<file path="src/rtl/itype_seq_ctrl.sv">
// Multi-cycle sequencer for the I-type ALU datapath: fetch over req/ack, decode the
// opcode into an ALU select, then pulse the register-file write once per instruction.
module itype_seq_ctrl #(
  parameter int unsigned N         = 32,
  parameter int unsigned ADDR_W    = 16,
  parameter int unsigned BASE_ADDR = 0,
  parameter int unsigned MAX_INSTR = 256
) (
  input  logic              clk,
  input  logic              rst,
  input  logic              start,
  output logic              imem_req,
  output logic [ADDR_W-1:0] imem_addr,
  input  logic              imem_ack,
  input  logic [N-1:0]      imem_data,
  output logic [N-1:0]      instruction,
  output logic [3:0]        ALU_OP,
  output logic              RegWrite,
  output logic              busy,
  output logic              done,
  output logic              illegal,
  output logic [15:0]       retired
);

  localparam logic [ADDR_W-1:0] BasePc   = ADDR_W'(BASE_ADDR);
  localparam logic [15:0]       MaxCount = 16'(MAX_INSTR);

  localparam logic [5:0] OpAddi = 6'b001000;
  localparam logic [5:0] OpAndi = 6'b001100;
  localparam logic [5:0] OpOri  = 6'b001101;
  localparam logic [5:0] OpSlti = 6'b001010;

  typedef enum logic [2:0] {
    StIdle,
    StFetch,
    StDecode,
    StExecute,
    StWriteback,
    StDone
  } state_e;

  state_e            r_state, w_state_next;
  logic [ADDR_W-1:0] r_pc, w_pc_next;
  logic [N-1:0]      r_instr, w_instr_next;
  logic [3:0]        r_alu_op, w_alu_op_next;
  logic              r_illegal, w_illegal_next;
  logic [15:0]       r_retired, w_retired_next;
  logic [15:0]       w_retired_inc;
  logic [5:0]        w_opcode;

  assign w_opcode      = r_instr[31:26];
  assign w_retired_inc = r_retired + 16'd1;

  // State and datapath-facing registers; reset aborts any fetch or write immediately.
  always_ff @(posedge clk or negedge rst) begin
    if (!rst) begin
      r_state   <= StIdle;
      r_pc      <= BasePc;
      r_instr   <= '0;
      r_alu_op  <= 4'b0010;
      r_illegal <= 1'b0;
      r_retired <= '0;
    end else begin
      r_state   <= w_state_next;
      r_pc      <= w_pc_next;
      r_instr   <= w_instr_next;
      r_alu_op  <= w_alu_op_next;
      r_illegal <= w_illegal_next;
      r_retired <= w_retired_next;
    end
  end

  // Next-state logic: one instruction at a time until halt, illegal opcode or retire limit.
  always_comb begin
    w_state_next   = r_state;
    w_pc_next      = r_pc;
    w_instr_next   = r_instr;
    w_alu_op_next  = r_alu_op;
    w_illegal_next = r_illegal;
    w_retired_next = r_retired;
    unique case (r_state)
      StIdle, StDone: begin
        if (start) begin
          w_state_next   = StFetch;
          w_pc_next      = BasePc;
          w_illegal_next = 1'b0;
          w_retired_next = '0;
        end
      end
      StFetch: begin
        if (imem_ack) begin
          w_instr_next = imem_data;
          w_state_next = StDecode;
        end
      end
      StDecode: begin
        if (r_instr == '0) begin
          // All-zero word is the halt marker, not an illegal opcode.
          w_state_next = StDone;
        end else begin
          w_state_next = StExecute;
          case (w_opcode)
            OpAddi:  w_alu_op_next = 4'b0010;
            OpAndi:  w_alu_op_next = 4'b0000;
            OpOri:   w_alu_op_next = 4'b0001;
            OpSlti:  w_alu_op_next = 4'b0111;
            default: begin
              w_illegal_next = 1'b1;
              w_state_next   = StDone;
            end
          endcase
        end
      end
      StExecute: begin
        w_state_next = StWriteback;
      end
      StWriteback: begin
        w_retired_next = w_retired_inc;
        w_pc_next      = r_pc + ADDR_W'(4);
        w_state_next   = (w_retired_inc == MaxCount) ? StDone : StFetch;
      end
      default: begin
        w_state_next = StIdle;
      end
    endcase
  end

  // Strobes decode straight from state so an asynchronous reset drops them at once.
  always_comb begin
    imem_req = (r_state == StFetch);
    RegWrite = (r_state == StWriteback) && (r_instr[20:16] != 5'd0);
    busy     = (r_state != StIdle) && (r_state != StDone);
    done     = (r_state == StDone);
  end

  assign imem_addr   = r_pc;
  assign instruction = r_instr;
  assign ALU_OP      = r_alu_op;
  assign illegal     = r_illegal;
  assign retired     = r_retired;

endmodule

</file>
<file path="config.mk">
export PLATFORM = sky130hd
export DESIGN_NAME = itype_seq_ctrl
export DESIGN_NICKNAME = d
export VERILOG_FILES = /design/src/rtl/itype_seq_ctrl.sv
export SDC_FILE = /design/constraint.sdc
export NUM_CORES = 1
export LEC_CHECK = 0
export ABC_CLOCK_PERIOD_IN_PS = 4300
export CORE_ASPECT_RATIO = 1.25
export CORE_UTILIZATION = 55
export CTS_CLUSTER_DIAMETER = 120
export CTS_CLUSTER_SIZE = 25
export DETAILED_ROUTE_END_ITERATION = 7
export DONT_BUFFER_PORTS = 1
export GPL_ROUTABILITY_DRIVEN = 1
export MAX_ROUTING_LAYER = met4
export PLACE_DENSITY = 0.73
export SLEW_MARGIN = 25
export SYNTH_ARGS = -nofsm -noshare
export SYNTH_HDL_FRONTEND = slang
export SYNTH_SLANG_ARGS = --single-unit
</file>
<file path="constraint.sdc">
create_clock -name clk -period 4.3 [get_ports clk]
set_input_delay 0.645 -clock clk [delete_from_list [all_inputs] [get_ports clk]]
set_output_delay 0.645 -clock clk [all_outputs]
set_load 0.005 [all_outputs]
</file>
* Yosys cells after proc, flatten, opt, wreduce, memory -nomap -nowiden *
Index checks and enable logic that the tools add are counted.

operators by class
  add/subtract/negate cells = 2
  equality and inequality tests = 15
  mux-type cells = 14
  bitwise operators = 1
  reduce and logical (&&, ||, !) cells = 16

operators by type and width
  cell                                            number
  case mux 16 bit (2 select lines)                2
  zero test 32 bit                                1
  == test 6 x 4 -> 1 bit, second input constant   4
  adder 16 x 1 -> 16 bit, second input constant   1
  adder 16 x 3 -> 16 bit, second input constant   1
  == test 16 x 9 -> 1 bit, second input constant  1
  two-way mux 16 bit                              1
  case mux 4 bit (4 select lines)                 1
  two-way mux 3 bit                               5
  case mux 3 bit (5 select lines)                 1
  == test 3 x 2 -> 1 bit, second input constant   2
  == test 3 bit, second input constant            2
  != test 2 bit, second input constant            3
  AND reduction 2 bit                             3
  nonzero test 5 bit                              1
  AND reduction 4 bit                             1
  nonzero test 2 bit                              2
  nonzero test 4 bit                              1
  OR reduction 4 bit                              1
  == test 3 x 1 -> 1 bit, second input constant   1
  zero test 3 bit                                 1
  two-way mux 1 bit                               3
  != test 3 bit, second input constant            1
  AND reduction 3 bit                             1
  6 further kinds                                 7

word-level totals
  register bits = 72
  output and inout port bits = 73

* Longest topological paths before layout *
Gate-level depths: netlist of the first run.

  word-level depth = 5
  gate-level depth with buffers = 7

* Worst setup path after synthesis of the first run *
OpenSTA, ideal clock, no wires.

  path type = register to output
  start point = reg r_state[1]
  end point = out RegWrite
  data arrival time = 1,336 ps
  data required time = 3,655 ps
  slack = 2,319 ps
  cell stages (with the launch flop) = 6
  path buffers = 3
  cells stage by stage = dfrtp_1 buf_2 or3b_1 buf_2 clkbuf_1 nor2_1

on the way
  word-level cells in the longest chain between the ends = 2

RTL lines
  item                    line  text
  from (decl)             42    state_e r_state, w_state_next;
  from (signal assigned)  57    r_state <= StIdle;
  from (signal assigned)  64    r_state <= w_state_next;
  == test 3 bit           131   RegWrite = (r_state == StWriteback) && (r_instr[20:16] != 5'd0);
  logical AND 1 bit       131
  to (decl)               18    output logic RegWrite,

Every way passes these cells.

* Worst setup path in the final report of the first run *
Same ends and word-level chain as after synthesis.

==> results of run 1 <==
[cell usage after synthesis, types with 2 or more instances]
cell	number
nor3_2	3
nand3_1	7
xnor2_1	2
a31oi_1	6
inv_1	6
nand4_1	12
or2_2	2
a21o_1	2
and3_1	2
buf_4	4
dfrtp_1	68
clkbuf_1	6
nor3_1	4
o21ai_0	32
mux2i_1	6
mux2_2	32
nor3b_1	2
o211ai_1	3
nand2b_1	3
nor2_1	17
buf_2	7
ha_1	2
a21oi_1	9
nand2_1	25
or3_1	2
xor2_1	2
nor4_1	9
o31ai_1	9
[cell type report]
class | count | area, sq um | area share [%]
sequential | 69 | 1728 | 47.67
multi-input combinational | 221 | 1509 | 41.63
clock buffer | 10 | 137.6 | 3.797
clock inverter | 6 | 110.1 | 3.038
tap | 66 | 82.58 | 2.278
timing repair buffer | 2 | 35.03 | 0.9665
inverter | 6 | 22.52 | 0.6213
[sequential cells by signal, indices dropped and copies added (netlist names)]
| register | cells |
|---|---|
| imem_addr | 14 |
| r_state | 3 |
| ALU_OP | 3 |
| illegal | 1 |
| retired | 16 |
| instruction | 32 |
[power by group]
group | switching, W | internal, W
Combinational | 0.000276 | 0.000276
Sequential | 0.000256 | 0.000848
Clock | 0.000247 | 0.000400
[final timing paths]
kind | startpoint | endpoint | slack, ns | cells after the start
max in group asynchronous | rst | r_state[1]$_DFFE_PN0P_ | 3.85 | 1
min | rst | ALU_OP[1]$_DFFE_PN1P_ | 0.14 | 0
min in group clk | imem_data[29] | instruction[29]$_DFFE_PN0P_ | 0.45 | 1
min reg2reg | imem_addr[15]$_DFFE_PN0P_ | imem_addr[15]$_DFFE_PN0P_ | 0.50 | 1
max | r_state[1]$_DFFE_PN0P_ | RegWrite | 1.74 | 2
max reg2reg | retired[0]$_DFFE_PN0P_ | r_state[2]$_DFFE_PN0P_ | 2.05 | 6
[through the flow]
stage | setup WS (ns) | hold WS, ns | cell area [sq um] | power (W) | util [%]
floorplan | 2.319 | 0.3494 | 3358 | 0.001524 | -
global placement | 2.093 | 0.3509 | 3349 | 0.001634 | 57.57
detailed placement | 2.082 | 0.3511 | 3349 | 0.001663 | 57.57
CTS | 1.720 | 0.1209 | 3625 | 0.002326 | 62.30
global route | 1.592 | 0.1115 | 3625 | 0.002446 | 62.30
finish | 1.737 | 0.1353 | 3625 | 0.002302 | 62.30
[critical path: stages (launching register included)]
cell     delay, ns
dfrtp_1       0.49
or3b_1        0.79
nor2_1        0.30
[logic make-up (layout without fill, tap and decap cells)]
family	Yosys count	count (layout)	share of synthesized area [%]
xor gates and xnor gates	4	4	1.046
DFF	69	69	51.57
adders and majority gates	2	2	0.7467
other	1	3	0.1119
and+or+nand+nor	103	103	17.59
AOI/OAI and AO/OA	71	71	12.77
buffers and inverters	24	24	3.622
muxes	38	38	12.55
[layer usage]
| metal | global-route usage, % | routed length, microns | share of wire [%] | up-vias |
|---|---|---|---|---|
| met1 | 26.91 | 2875 | 41 | 1167 |
| met4 | 9.091 | 102 | 1.5 | 0 |
| met2 | 38.51 | 3488 | 50 | 100 |
| met3 | 8.230 | 559 | 8.0 | 8 |
| met5 | - | 0 | 0 | - |
| li1 | - | - | - | 1144 |
==> results.py, run 1 <==
metrics = {
    "final_layout": {
        "antennaDiodeCount": 0,
        "fin_cells": 380,
        "layout.nets": 347,
        "final_cell_mix": "dfrtp_1 (68), mux2_2 (32), o21ai_0 (32)",
        "final_layout_size_suffix_gt1_share_pct": 20.38,
        "fillers": 469,
        "area_growth_pct": 8.178,
        "final_common_cell": "dfrtp_1",
    },
    "pwr": {
        "p_leak_nw": 1.527,
        "p_per_area_nw_per_um2": 635.0,
        "max-vdd-ir-drop_mv": 0.4075,
    },
    "sta": {
        "grt_setup_unrepaired": "no",
        "fmax_ghz": 0.3902,
        "hold_viol": 0,
        "tightestPinTransition_ns": 0.9854,
        "setup_viol": 0,
        "relSlewSlack_pct": 34.07,
        "fin_crit_sh_pct": 59.60,
        "post-route-min-period_ns": 2.563,
        "finalSetupTns_ns": 0,
        "finClkSkew_ns": 0.008948,
        "drv_slew": 0,
    },
    "global_routing": {
        "grt_overflow": 0,
        "grt_util_all_layers_pct": 23.62,
        "grt_pass1_wl_microns": 11040,
        "antenna_found_initial": 0,
        "first_global_vias": 2294,
        "grt_max_degree": 69,
    },
    "clock_tree": {
        "clockRootBuffer": "clkbuf_8",
        "cts_resized": 0,
        "cts_hold_buf": 1,
        "clock-sinks": 69,
        "cts_tree": "built",
        "max-clock-path-buffers": 2,
        "clk_pin_slew_ns": 0.08,
        "clock_latency_ns": 0.35,
        "postCtsSetupBuffers": 0,
        "cts_buffers": 9,
        "htreeDepth": 3,
    },
    "worst_setup_path": {
        "critPathRequiredTime_ns": 3.65,
        "arrival_ns": 1.92,
        "critPathKind": "reg2out",
        "worst_setup_path_start_kind": "flop",
        "crit_fanout": 26,
        "crit_path_end_kind": "primary output",
    },
    "floorplan": {
        "core_area_sq_um": 5818,
        "rows": 31,
        "fp.dieH_microns": 89.27,
        "initial_core_util_pct": 57.59,
        "die-area_sq_um": 6410,
        "die_x_microns": 71.81,
        "ios": 109,
    },
    "logic_synthesis": {
        "synth-main-ff-cell": "dfrtp_1",
        "synth_warnings": 0,
        "yosys-top-cells-area": "dfrtp_1 (51%), mux2_2 (11%), o21ai_0 (4.8%)",
        "synth_edf_count": 0,
        "netlist.area_leader.share_pct": 50.78,
        "synthDistinctLibCells": 56,
        "yosysSeqAreaShare_pct": 51.57,
        "netlist_area_sq_um": 3351,
        "synth_cells": 312,
        "avgSynthCellArea_sq_um": 10.74,
        "synth_top_area_cell": "dfrtp_1",
        "synth-seq-cells": 69,
        "async_flop_share_pct": 100.0,
    },
    "place": {
        "dp.cells": 363,
        "io_buffers": 0,
        "dp_hpwl_microns": 4765,
        "gp_congestion": 0.8000,
    },
    "route": {
        "drt_iter0_drc": 167,
        "routed_wl_microns": 7025,
        "routed_via_density": 6.366,
        "antenna_left": 0,
        "dr.pass1.iters": 4,
        "drcViolationCount": 0,
        "wl_per_cell_microns": 18.49,
        "routed-via-count": 2419,
    },
    "outcome": {
        "status": "completed",
    },
    "worst_hold_path": {
        "hold_path.class": "in2async",
    },
    "flow_run": {
        "maxCapViolations": 0,
    },
}
No activity file was read; power rests on OpenSTA's default activity.
==> inputs of run 2 (changes only) <==
--- a/config.mk
+++ b/config.mk
@@ -5,7 +5,7 @@
 export SDC_FILE = /design/constraint.sdc
 export NUM_CORES = 1
 export LEC_CHECK = 0
-export ABC_CLOCK_PERIOD_IN_PS = 4300
+export ABC_CLOCK_PERIOD_IN_PS = 2400
 export CORE_ASPECT_RATIO = 1.25
 export CORE_UTILIZATION = 55
 export CTS_CLUSTER_DIAMETER = 120
==> constraint.sdc (replaced) <==
create_clock -name clk -period 2.4 [get_ports clk]
set_input_delay 0.36 -clock clk [delete_from_list [all_inputs] [get_ports clk]]
set_output_delay 0.36 -clock clk [all_outputs]
set_load 0.005 [all_outputs]
==> results.py, run 2 (same netlist as run 1, synthesis figures left out) <==
metrics = {
    "outcome": {
        "status": "completed",
    },
    "final_layout": {
        "final_cell_area_sq_um": 3621,
        "antennaDiodeCount": 0,
        "final_cell_mix": "dfrtp_1 (68), mux2_2 (32), o21ai_0 (32)",
        "layout.nets": 352,
        "area_growth_pct": 8.066,
        "final_common_cell": "dfrtp_1",
        "fillers": 479,
        "final_layout_size_suffix_gt1_share_pct": 21.00,
        "largest_register_ffs": 32,
    },
    "place": {
        "dp_hpwl_microns": 4916,
        "gp_congestion": 0.7802,
        "io_buffers": 0,
        "dpl_cell_area_sq_um": 3392,
    },
    "clock_tree": {
        "max-clock-path-buffers": 2,
        "clk_pin_slew_ns": 0.08,
        "postCtsSetupBuffers": 0,
        "htreeDepth": 3,
        "clock-sinks": 69,
        "clockRootBuffer": "clkbuf_8",
        "cts_tree": "built",
        "clock_latency_ns": 0.34,
        "cts_buffers": 9,
    },
    "worst_setup_path": {
        "r2r_end": "imem_addr[4]$_DFFE_PN0P_",
        "rrSetupSlack_ns": 0.48,
        "timing.rr.start": "r_state[0]$_DFFE_PN0P_",
        "worst_setup_path_start_kind": "flop",
        "arrival_ns": 1.87,
        "r2r_cells": 6,
        "crit_path_end": "RegWrite",
        "critPathRequiredTime_ns": 2.04,
        "crit_fanout": 19,
        "crit_path_end_kind": "primary output",
        "critPathKind": "reg2out",
        "crit_path_start": "r_state[1]$_DFFE_PN0P_",
    },
    "sta": {
        "relSlewSlack_pct": 60.06,
        "finClkSkew_ns": 0.009489,
        "fin_crit_sh_pct": 92.86,
        "finalSetupTns_ns": 0,
        "grt_setup_unrepaired": "no",
        "post-route-min-period_ns": 2.229,
        "fmax_ghz": 0.4487,
        "fin_hold_ws_ns": 0.1673,
        "drv_slew": 0,
        "setup_viol": 0,
        "tightestPinTransition_ns": 0.5945,
        "hold_viol": 0,
    },
    "floorplan": {
        "die_x_microns": 71.81,
        "die-area_sq_um": 6410,
        "rows": 31,
        "initial_core_util_pct": 57.59,
        "ios": 109,
        "core_area_sq_um": 5818,
        "fp.dieH_microns": 89.27,
    },
    "pwr": {
        "max-vdd-ir-drop_mv": 0.7221,
        "pwr-share-comb_pct": 26.5,
        "p_leak_nw": 1.528,
        "seq_power_share_pct": 50.0,
        "sw_frac_of_total_pct": 36.13,
        "switching_power_w": 0.001434,
        "p_int_w": 0.002535,
        "clockPowerShare_pct": 23.5,
        "p_per_area_nw_per_um2": 1096,
    },
    "route": {
        "routed_wl_microns": 7071,
        "drt_iter0_drc": 105,
        "routed_via_density": 6.242,
        "routed-via-count": 2403,
        "wl_per_cell_microns": 18.37,
        "antenna_left": 0,
        "dr.pass1.iters": 4,
        "drcViolationCount": 0,
    },
    "global_routing": {
        "grt_max_degree": 70,
        "antenna_found_initial": 0,
        "grt_pass1_wl_microns": 11130,
        "grt_overflow": 0,
        "first_global_vias": 2265,
        "grt_util_all_layers_pct": 23.57,
    },
    "flow_run": {
        "maxCapViolations": 0,
    },
    "worst_hold_path": {
        "hold_path.class": "in2reg",
    },
}
==> run 2: changes by cell type in the layout (fill, tap and decap cells not counted), sizes merged <==
cell | previous run | this run
buf | 2 | 6
bufinv | 3 | 1
clkinv | 1 | 3
dlygate4sd3 | 0 | 1
==> run 2: critical path, cell delays in order (launching register included) <==
cell     delay [ns]
dfrtp_1        0.49
or3b_1         0.56
buf_4          0.27
nor2_1         0.21
==> run 2: repair_timing <==
action | in CTS | in global routing
hold buffers | 2 | 0
hold endpoints to repair | 69 | 0
gates resized for setup | 0 | 0
==> run 2: worst min-delay path by stage <==
| stage | start | to | slack, ns | cells past startpoint |
|---|---|---|---|---|
| floorplan | rst | ALU_OP[0]$_DFFE_PN0P_ | 0.06 | 0 |
| global placement | rst | retired[9]$_DFFE_PN0P_ | 0.07 | 0 |
| detailed placement | rst | retired[9]$_DFFE_PN0P_ | 0.07 | 0 |
| CTS | imem_data[5] | instruction[5]$_DFFE_PN0P_ | 0.15 | 1 |
| global route | imem_data[19] | instruction[19]$_DFFE_PN0P_ | 0.15 | 1 |
| finish | imem_data[0] | instruction[0]$_DFFE_PN0P_ | 0.17 | 1 |
==> run 2: power groups by stage <==
stage / Combinational [W] / Clock [W] / Sequential [W]
2_1_floorplan: 0.000888 / 0 / 0.00184
3_3_place_gp: 0.000993 / 0 / 0.00199
3_5_place_dp: 0.00104 / 0 / 0.00201
4_1_cts: 0.00107 / 0.000943 / 0.00199
5_1_grt: 0.00117 / 0.000998 / 0.00205
6_report: 0.00105 / 0.000931 / 0.00198
==> run 2: through the flow <==
stage                     total power, W  utilization (%)  setup slack (ns)  instances
after floorplan                 0.002731                -            0.6136        314
after global routing            0.004219            62.24           0.02252        385
final                           0.003969            62.24            0.1715        385
after CTS                       0.003999            62.24            0.1368        385
after global placement          0.002981            58.30            0.5218        367
after detailed placement        0.003048            58.30            0.4713        367
==> run 2: layout make-up <==
cell class | instances | area, sq um | share of cell area, %
timing repair buffer | 7 | 87.58 | 2.419
clock buffer | 10 | 127.6 | 3.525
sequential | 69 | 1728 | 47.72
inverter | 6 | 22.52 | 0.6220
multi-input combinational | 221 | 1509 | 41.67
clock inverter | 6 | 63.81 | 1.762
tap | 66 | 82.58 | 2.281
==> run 2: routing by layer <==
layer	up-vias	global-route usage [%]	wire length, microns
met5	-	-	0
met4	0	6.952	54
met3	4	9.696	631
met2	113	36.62	3435
met1	1138	28.30	2949
li1	1148	-	-
==> inputs of run 3 (changes only) <==
--- a/config.mk
+++ b/config.mk
@@ -6,6 +6,7 @@
 export NUM_CORES = 1
 export LEC_CHECK = 0
 export ABC_CLOCK_PERIOD_IN_PS = 2400
+export CAP_MARGIN = 20
 export CORE_ASPECT_RATIO = 1.25
 export CORE_UTILIZATION = 55
 export CTS_CLUSTER_DIAMETER = 120
==> results of run 3 <==
Final layout, timing and power as in run 2 (identical DEF).
